--- config.mk ---
export PLATFORM = sky130hd
export DESIGN_NAME = fifo_wptr_ctrl
export DESIGN_NICKNAME = d
export VERILOG_FILES = /design/src/rtl/fifo_pkg.sv /design/src/rtl/fifo_wptr_ctrl_sync_2ff.sv /design/src/rtl/fifo_wptr_ctrl.sv
export SDC_FILE = /design/constraint.sdc
export NUM_CORES = 1
export LEC_CHECK = 0
export ABC_AREA = 0
export CAP_MARGIN = 20
export CORE_MARGIN = 2
export CORE_UTILIZATION = 41
export CTS_BUF_LIST = sky130_fd_sc_hd__clkbuf_8
export DETAILED_ROUTE_END_ITERATION = 10
export PLACE_DENSITY = 0.76
export SETUP_SLACK_MARGIN = 0.05
export SYNTH_ARGS = -nofsm -noshare
export SYNTH_HDL_FRONTEND = slang
export SYNTH_SLANG_ARGS = --single-unit
export TNS_END_PERCENT = 1
--- constraint.sdc ---
create_clock -name clk -period 2.2 [get_ports clk]
set_clock_uncertainty 0.15 [all_clocks]
set_input_delay 0.44 -clock clk [delete_from_list [all_inputs] [get_ports clk]]
set_output_delay 0.44 -clock clk [all_outputs]
set_load 0.01 [all_outputs]
--- src/rtl/fifo_pkg.sv ---
// Shared helpers for the async FIFO pointer controllers: width-independent
// Gray/binary conversion on zero-extended values, the default pointer type and the depth.
package fifo_pkg;

    localparam int DEF_ASIZE = 4;
    localparam int DEPTH     = 2 ** DEF_ASIZE;
    localparam int MAX_PW    = 32;

    typedef logic [DEF_ASIZE:0] ptr_t;

    function automatic logic [MAX_PW-1:0] bin2gray(input logic [MAX_PW-1:0] b);
        return b ^ (b >> 1);
    endfunction

    // Zero-extended inputs give the correct result for any width up to MAX_PW.
    function automatic logic [MAX_PW-1:0] gray2bin(input logic [MAX_PW-1:0] g);
        logic [MAX_PW-1:0] b;
        b[MAX_PW-1] = g[MAX_PW-1];
        for (int i = MAX_PW - 2; i >= 0; i--) begin
            b[i] = b[i+1] ^ g[i];
        end
        return b;
    endfunction

endpackage

--- src/rtl/fifo_wptr_ctrl_sync_2ff.sv ---
// W-bit two-flop synchroniser with synchronous active-high reset to zero.
// Shared by the write- and read-side pointer controllers.
module sync_2ff #(
    parameter int W = 5
) (
    input  logic         clk,
    input  logic         rstp,
    input  logic [W-1:0] d,
    output logic [W-1:0] q
);

    logic [W-1:0] rq1_q;
    logic [W-1:0] rq2_q;

    always_ff @(posedge clk) begin
        if (rstp) begin
            rq1_q <= '0;
            rq2_q <= '0;
        end else begin
            rq1_q <= d;
            rq2_q <= rq1_q;
        end
    end

    assign q = rq2_q;

endmodule

--- src/rtl/fifo_wptr_ctrl.sv ---
// Write-side pointer/flag controller of the async FIFO (write clock domain only).
// Optional fill level / almost-full outputs are built when FIFO_WPTR_LEVEL_EN is defined.
module fifo_wptr_ctrl
    import fifo_pkg::*;
#(
    parameter int ASIZE     = 4,
    parameter int AF_MARGIN = 2
) (
    input  logic           clk,
    input  logic           rstp,
    input  logic           wr_en,
    input  logic [ASIZE:0] rd_gray_ptr,
    input  logic           clr_ovf,
    output logic           wr_mem_en,
    output logic [ASIZE-1:0] wr_addr,
    output logic [ASIZE:0] wr_gray_ptr,
    output logic           wr_full,
    output logic           wr_overflow,
    output logic [ASIZE:0] wr_level,
    output logic           wr_almost_full
);

    typedef logic [ASIZE:0] wptr_t;

    wptr_t rq2;
    wptr_t wbin_q, wbin_d;
    wptr_t wgray_q, wgray_d;
    logic  full_q, full_d;
    logic  ovf_q, ovf_d;
    logic  inc;

    sync_2ff #(.W(ASIZE + 1)) u_rptr_sync (
        .clk  (clk),
        .rstp (rstp),
        .d    (rd_gray_ptr),
        .q    (rq2)
    );

    // No RAM write while reset is held, even though the flags already read 0.
    assign inc = wr_en & ~full_q & ~rstp;

    always_comb begin
        wbin_d  = wbin_q + {{ASIZE{1'b0}}, inc};
        wgray_d = wptr_t'(bin2gray(MAX_PW'(wbin_d)));
        // Full when the next write pointer has lapped the synchronised read pointer.
        full_d  = (wgray_d == {~rq2[ASIZE:ASIZE-1], rq2[ASIZE-2:0]});
        ovf_d   = (wr_en & full_q) | (ovf_q & ~clr_ovf);
    end

    always_ff @(posedge clk) begin
        if (rstp) begin
            wbin_q  <= '0;
            wgray_q <= '0;
            full_q  <= 1'b0;
            ovf_q   <= 1'b0;
        end else begin
            wbin_q  <= wbin_d;
            wgray_q <= wgray_d;
            full_q  <= full_d;
            ovf_q   <= ovf_d;
        end
    end

    assign wr_mem_en   = inc;
    assign wr_addr     = wbin_q[ASIZE-1:0];
    assign wr_gray_ptr = wgray_q;
    assign wr_full     = full_q;
    assign wr_overflow = ovf_q;

`ifdef FIFO_WPTR_LEVEL_EN
    localparam wptr_t DEPTH_L = wptr_t'(2 ** ASIZE);

    wptr_t rbin_s;
    wptr_t level_q, level_d;
    wptr_t free_cnt;
    logic  af_q, af_d;

    always_comb begin
        rbin_s   = wptr_t'(gray2bin(MAX_PW'(rq2)));
        level_d  = wbin_d - rbin_s;
        free_cnt = DEPTH_L - level_d;
        af_d     = (int'(free_cnt) <= AF_MARGIN);
    end

    always_ff @(posedge clk) begin
        if (rstp) begin
            level_q <= '0;
            af_q    <= 1'b0;
        end else begin
            level_q <= level_d;
            af_q    <= af_d;
        end
    end

    assign wr_level       = level_q;
    assign wr_almost_full = af_q;
`else
    assign wr_level       = '0;
    assign wr_almost_full = 1'b0;
`endif

endmodule
==> results.txt, run 1 <==
status -> finished, final reports clean
vias -> 573
Final TNS setup -> 0 ns
Syn Std Cell Area -> 803 um2
area occupied by multi-input gates -> 439 um2
core area -> 1900 um2
clk_lat worst skew -> 0.26 ns
GR peak layer -> met2
detailed placer's ending HPWL -> 1.05 mm
CP cell instances -> clkdlybuf4s15_1 -> nor3b_4 -> ha_2 -> nand3_2 -> xnor3_2 -> or3_4 -> a2111oi_4
DIE AREA -> 2330 um2
Critical Path Max Stage Delay -> 0.39 ns
Die W -> 48.3 um
fillers -> 159
final worst slack -> 0.102 ns
Area growth syn-to-layout -> 48.8%
Place WS -> -0.484 ns
Seq. cell area -> 420 um2
RSZ-0062 raised after global routing -> yes
Max-Cap Viols -> 0
total routed wirelength -> 1.38 mm
CTS tree -> yes
final cycle utilization of the critical path -> 0.954
initial antenna violation count -> 0
Root Buffer -> clkbuf_8
WL per Instance -> 10.4 um
met2 global-route usage -> 0.242
Max Slew Vio Count -> 0
Synth Register Bits -> 21
Crit Path Category -> input pin to flip-flop
Antenna Nets Post-Route -> 0
first-pass GRT wire length -> 2.13 mm
number of CTS-inserted buffers -> 3
DRC viols -> 0
GRT overflow -> 0
P per Cell Area -> 617 nW/um2
final hold vios -> 0
met1 Resource Use GR -> 0.149
placed cell areas -> 1100 um2
H-tree depth -> 1
Mapped Cells -> 76
total power -> 0.737 mW
Diodes inserted -> 0
TritonRoute pass-1 iters -> 3
share of cells above drive strength 1 -> 0.238
CP max FO -> 2
Worst setup EP type -> flip-flop
vias in the first global route -> 514
DIE HEIGHT -> 48.3 um
CTS Buffer Depth -> 2
Syn. warnings -> 0
row cnt -> 16
Fmax achieved -> 477 MHz
Synth area leaders -> dfxtp_1 52%, nor2b_1 9.3%, xnor2_1 8.7%
number of distinct library cells after synthesis -> 20
vias per cell -> 4.34
Clock transition at path regs -> 0.07 ns
WHS -> 0.289 ns
CP bufs+invs -> 1
Seq/Total Area, Yosys -> 0.523
Design Area, Final -> 1190 um2
met3 Use GR -> 0.0778
worst-case vdd ir drop -> 0.584 mV
Worst EP arrival -> 2.11 ns
top cell type's share of synthesized area -> 0.523
I/O pin count -> 27
port buffer count -> 20
leakage -> 0.450 nW
CTS Hold Bufs -> 0
Worst EP required -> 2.22 ns
setup violators final -> 0
Final #Nets -> 117
slowest stage cell, crit path -> or3_4
Initial Util -> 0.422
delay-heaviest family, CP -> simple AND/OR/NAND/NOR gates
syn_area_per_cell -> 10.6 um2
GRT Total Usage -> 0.147
Initial DRC Count -> 1
Final Critical Period -> 2.10 ns
Hold Path Class -> flip-flop to flip-flop
post-synth top area cell -> dfxtp_1
Clock Sink Count -> 21
largest net degree at the start of global routing -> 22
routability cong. -> 0.725
CP Launch Type -> input pin
## routing by layer
layer / vias to the layer above / wire, um
met2: 17 / 718
met5: - / 0
li1: 284 / -
met4: 0 / 31
met1: 268 / 553
met3: 4 / 72
## stage by stage
stage,instances,util
2_1_floorplan,81,-
3_3_place_gp,128,0.580
3_5_place_dp,128,0.580
4_1_cts,133,0.609
5_1_grt,132,0.628
6_report,132,0.628
## area by class of cell
class,instances,area share
Clock buffer,3,0.0346
Clock inverter,1,0.00419
Multi-Input combinational cell,52,0.368
Sequential cell,21,0.352
Tap cell,27,0.0283
Timing Repair Buffer,28,0.214
## cell usage in the layout, fill, tap and decap left out, drive strengths merged, types with 2 or more instances in the layout
| cell type | n |
|---|---|
| xor2 | 2 |
| ha | 2 |
| nand3 | 3 |
| conb | 6 |
| clkbuf | 3 |
| a21oi | 2 |
| nor2 | 7 |
| xnor2 | 8 |
| dfxtp | 21 |
| buf | 9 |
| nand2 | 2 |
| clkdlybuf4s50 | 18 |
| nor2b | 12 |
## flip-flops by register name, indices dropped and copies added, names as in the netlist
name / flops
u_rptr_sync.q: 5
u_rptr_sync.rq1_q: 5
wbin_q: 5
wr_full: 1
wr_gray_ptr: 4
wr_overflow: 1
## worst paths after layout
kind | endpoint | start | slack, ns | depth (start not counted)
worst max-delay path | wr_full$_SDFF_PP0_ | wr_en | 0.10 | 7
worst min register to register | u_rptr_sync.q[4]$_SDFF_PP0_ | u_rptr_sync.rq1_q[4]$_SDFF_PP0_ | 0.29 | 1
worst min-delay path | u_rptr_sync.q[4]$_SDFF_PP0_ | u_rptr_sync.rq1_q[4]$_SDFF_PP0_ | 0.29 | 1
worst max register to register | wr_full$_SDFF_PP0_ | wr_full$_SDFF_PP0_ | 0.12 | 6
## what timing repair did
action,4_1_cts,5_1_grt
buffers inserted,1,0
endpoints found under the setup margin,5,1
resized for setup,6,8
pin swaps,4,3
## synth_stat cells
master / n
dfxtp_1: 21
nor2b_1: 12
xnor2_1: 8
nor2_1: 7
buf_4: 6
nand3_1: 3
a21oi_1: 2
clkbuf_1: 2
ha_1: 2
nand2_1: 2
xor2_1: 2
a2111oi_2: 1
and2_1: 1
conb_1: 1
mux2i_1: 1
nand2b_1: 1
nor3b_1: 1
or2_2: 1
or3_1: 1
xnor3_1: 1
## kinds of logic (layout without fill, tap and decap cells)
group	after synthesis	count (layout)	synth area share
and+or+nand+nor	29	29	0.195
DFF	21	21	0.523
xor gates and xnor gates	11	11	0.137
buffers and inverters	8	32	0.0654
AOI/OAI and AO/OA	3	3	0.0311
adders and majority gates	2	2	0.0311
other	1	6	0.00467
muxes	1	1	0.0125
## power by group
group | total, mW | switching (mW) | internal [mW]
logic | 0.0921 | 0.0387 | 0.0534
registers | 0.400 | 0.00558 | 0.394
clock network | 0.245 | 0.119 | 0.126
Power figures use the tool's default switching activity.
==> inputs of run 2 (changes only) <==
ABC_AREA = 1   (was 0)
CORE_UTILIZATION = 43   (was 41)
SLEW_MARGIN = 20   (was not set)
==> run 2 against run 1 <==
Net effect: first-iteration DRC count increased to 18 times the previous value; worst setup slack better by 0.053 ns; sequential power hardly changed; die area is 9.6% higher; fmax increased by 2.6%; register-to-register slack better by 0.27 ns; worst hold slack got worse by 0.036 ns; global-route usage rose by 1.2 points; utilization rose by 7.2 points; synthesized area is 16% higher; critical path depth fell by 6.
==> results.txt, run 2 <==
WHS Endpoint -> u_rptr_sync.q[3]$_SDFF_PP0_ (was u_rptr_sync.q[4]$_SDFF_PP0_)
Syn. warnings -> 0 (unchanged)
most instantiated library cell after synthesis -> nand2_1 (was dfxtp_1)
area occupied by multi-input gates -> 502 um2 (was 439 um2)
Worst EP arrival -> 1.45 ns (was 2.11 ns)
worst-case vdd ir drop -> 0.490 mV (was 0.584 mV)
placed cell areas -> 1220 um2 (was 1100 um2)
Seq. cell area -> 420 um2 (unchanged)
leakage -> 0.656 nW (was 0.450 nW)
final hold vios -> 0 (unchanged)
Max Slew Vio Count -> 0 (unchanged)
Area growth syn-to-layout -> 50.7% (was 48.8%)
CTS tree -> yes (unchanged)
share of cells above drive strength 1 -> 0.282 (was 0.238)
final worst slack -> 0.156 ns (was 0.102 ns)
adder-cell share of the synthesized area -> 0.0269 (was 0.0312)
mux contribution to synthesized area -> 0 (was 0.0125)
vias in the first global route -> 755 (was 514)
H-tree depth -> 1 (unchanged)
Syn Std Cell Area -> 931 um2 (was 803 um2)
largest net degree at the start of global routing -> 21 (was 22)
worst r2r src -> wr_full$_SDFF_PP0_ (unchanged)
row cnt -> 16 (unchanged)
commonest non-fill, non-tap cell in the layout -> dfxtp_1 (unchanged)
initial antenna violation count -> 0 (unchanged)
Post-synth top cells -> 30 x nand2_1, 21 x dfxtp_1, 21 x inv_1, 18 x nor2_1, 9 x nand3_1 (was 21 x dfxtp_1, 12 x nor2b_1, 8 x xnor2_1, 7 x nor2_1, 6 x buf_4)
Final #Nets -> 175 (was 117)
Synth Register Bits -> 21 (unchanged)
fillers -> 162 (was 159)
Initial Util -> 0.465 (was 0.422)
Root Buffer -> clkbuf_8 (unchanged)
syn_area_per_cell -> 7.27 um2 (was 10.6 um2)
total routed wirelength -> 2.00 mm (was 1.38 mm)
slowest stage cell, crit path -> clkdlybuf4s50_1 (was or3_4)
status -> finished, final reports clean (unchanged)
Crit Path Category -> flip-flop to primary output (was input pin to flip-flop)
Synth area leaders -> dfxtp_1 45%, nand2_1 12%, inv_1 8.5% (was dfxtp_1 52%, nor2b_1 9.3%, xnor2_1 8.7%)
GRT Total Usage -> 0.159 (was 0.147)
Final Critical Period -> 2.04 ns (was 2.10 ns)
compound-gate portion of the synthesized area -> 0.0215 (was 0.0312)
CP bufs+invs -> 1 (unchanged)
RR Endpoint -> wr_full$_SDFF_PP0_ (unchanged)
final cycle utilization of the critical path -> 0.929 (was 0.954)
DIE AREA -> 2550 um2 (was 2330 um2)
DRC viols -> 0 (unchanged)
Seq/Total Area, Yosys -> 0.452 (was 0.523)
vias per cell -> 4.58 (was 4.34)
Mapped Cells -> 128 (was 76)
flop-to-flop setup slack -> 0.39 ns (was 0.12 ns)
Clock Sink Count -> 21 (unchanged)
DIE HEIGHT -> 50.5 um (was 48.3 um)
dpl cells -> 184 (was 128)
top_reg_cell synth -> dfxtp_1 (unchanged)
top cell type's share of synthesized area -> 0.452 (was 0.523)
Final TNS setup -> 0 ns (unchanged)
Diodes inserted -> 0 (unchanged)
delay-heaviest family, CP -> buffers and inverters (was simple AND/OR/NAND/NOR gates)
Critical Path Max Stage Delay -> 0.62 ns (was 0.39 ns)
WHS -> 0.253 ns (was 0.289 ns)
Fmax achieved -> 489 MHz (was 477 MHz)
number of distinct library cells after synthesis -> 17 (was 20)
Worst Hold Depth -> 2 (was 1)
Finished Layout Cells -> 190 (was 132)
EDFF count, synth -> 0 (unchanged)
GRT overflow -> 0 (unchanged)
Worst EP required -> 1.61 ns (was 2.22 ns)
Worst setup EP type -> primary output (was flip-flop)
routability cong. -> 0.775 (was 0.725)
detailed placer's ending HPWL -> 1.37 mm (was 1.05 mm)
P per Cell Area -> 537 nW/um2 (was 617 nW/um2)
Die W -> 50.5 um (was 48.3 um)
CTS Buffer Depth -> 2 (unchanged)
CP max FO -> 10 (was 2)
number of CTS-inserted buffers -> 3 (unchanged)
WL per Instance -> 10.5 um (was 10.4 um)
area share of and/or/nand/nor cells after synthesis -> 0.333 (was 0.195)
Clock transition at path regs -> 0.08 ns (was 0.07 ns)
CP Launch Type -> flip-flop (was input pin)
Design Area, Final -> 1400 um2 (was 1190 um2)
HP Start -> u_rptr_sync.rq1_q[3]$_SDFF_PP0_ (was u_rptr_sync.rq1_q[4]$_SDFF_PP0_)
total power -> 0.754 mW (was 0.737 mW)
port buffer count -> 20 (unchanged)
Synth async-reset ratio -> 0 (unchanged)
clk_lat worst skew -> 0.26 ns (about the same)
CTS Hold Bufs -> 0 (unchanged)
largest family of logic cells by synthesized area -> simple AND/OR/NAND/NOR gates (unchanged)
Initial DRC Count -> 18 (was 1)
Max-Cap Viols -> 0 (unchanged)
Reg2Reg Depth -> 11 (was 6)
post-synth top area cell -> dfxtp_1 (unchanged)
Place WS -> -0.351 ns (was -0.484 ns)
I/O pin count -> 27 (unchanged)
vias -> 870 (was 573)
setup violators final -> 0 (unchanged)
RSZ-0062 raised after global routing -> no (was yes)
Hold Path Class -> flip-flop to flip-flop (unchanged)
core area -> 2000 um2 (was 1900 um2)
post-synthesis xor/xnor area fraction -> 0.00941 (was 0.137)
post-layout util -> 0.701 (was 0.628)
Antenna Nets Post-Route -> 0 (unchanged)
first-pass GRT wire length -> 3.02 mm (was 2.13 mm)
most frequent cells in the layout -> 21 x dfxtp_1, 20 x nand2_1, 19 x inv_1, 17 x nor2_1, 17 x clkdlybuf4s50_1 (was 21 x dfxtp_1, 18 x clkdlybuf4s50_1, 12 x nor2b_1, 8 x buf_4)
TritonRoute pass-1 iters -> 4 (was 3)
CP cell instances -> clkdlybuf4s50_1 (was clkdlybuf4s15_1 -> nor3b_4 -> ha_2 -> nand3_2 -> xnor3_2 -> or3_4 -> a2111oi_4)
-- run 2: changes by cell type in the layout (fill, tap and decap cells not counted), moves of 4 or more --
cell / change
nand4_1: +4
nand2_4: +5
buf_4: +7
nand2_1: +18
nand3_1: +4
nor2_1: +10
xnor2_1: -7
nand3_2: +4
nor2b_1: -12
nand2_2: +8
inv_1: +19
-- run 2: how the worst max path moves through the flow --
stage / from / depth (start not counted) / end
after floorplan: rstp / 14 / wr_full$_SDFF_PP0_
after CTS: rstp / 15 / wr_full$_SDFF_PP0_
final: wbin_q[2]$_SDFF_PP0_ / 1 / wr_addr[2]
after global routing: wbin_q[2]$_SDFF_PP0_ / 1 / wr_addr[2]
after detailed placement: rstp / 15 / wr_full$_SDFF_PP0_
after global placement: wr_en / 11 / wr_full$_SDFF_PP0_
-- run 2: cells by family after synthesis --
family,count (synthesis)
AND/OR/NAND/NOR,69
buffers and inverters,30
other,1
XOR/XNOR,1
AO/OA/AOI/OAI,4
adder cells (fa/ha/maj),2
flip-flops,21
-- run 2: power breakdown --
group | switching [mW] | internal (mW)
Combinational | 0.0501 | 0.0556
Sequential | 0.00672 | 0.394
Clock | 0.121 | 0.126
-- run 2: per-layer routing --
metal	global-route usage	vias to the layer above	wire length, um
li1	-	446	-
met1	0.174	386	775
met2	0.292	32	1090
met3	0.0268	6	107
met4	0.0811	0	31
met5	0	-	0
-- run 2: layout make-up --
type / instances / share of cell area
multi-input cells: 82 / 0.358
flip-flops and latches: 21 / 0.300
repair buffers: 35 / 0.226
inverters: 21 / 0.0598
clock buffers: 3 / 0.0294
well taps: 27 / 0.0241
clock inverters: 1 / 0.00357
-- run 2: worst min-delay path, delay by kind of cell, from the launching register on --
family / cells / cell delay [ns]
buffers and inverters: 1 / 0.04
flip-flops: 1 / 0.30
AND/OR/NAND/NOR: 1 / 0.03
-- run 2: what timing repair did --
item,in CTS,in global routing
gates resized for setup,5,28
hold endpoints to repair,0,0
buffers inserted,0,2
pin swaps,1,11
setup endpoints to repair,5,3
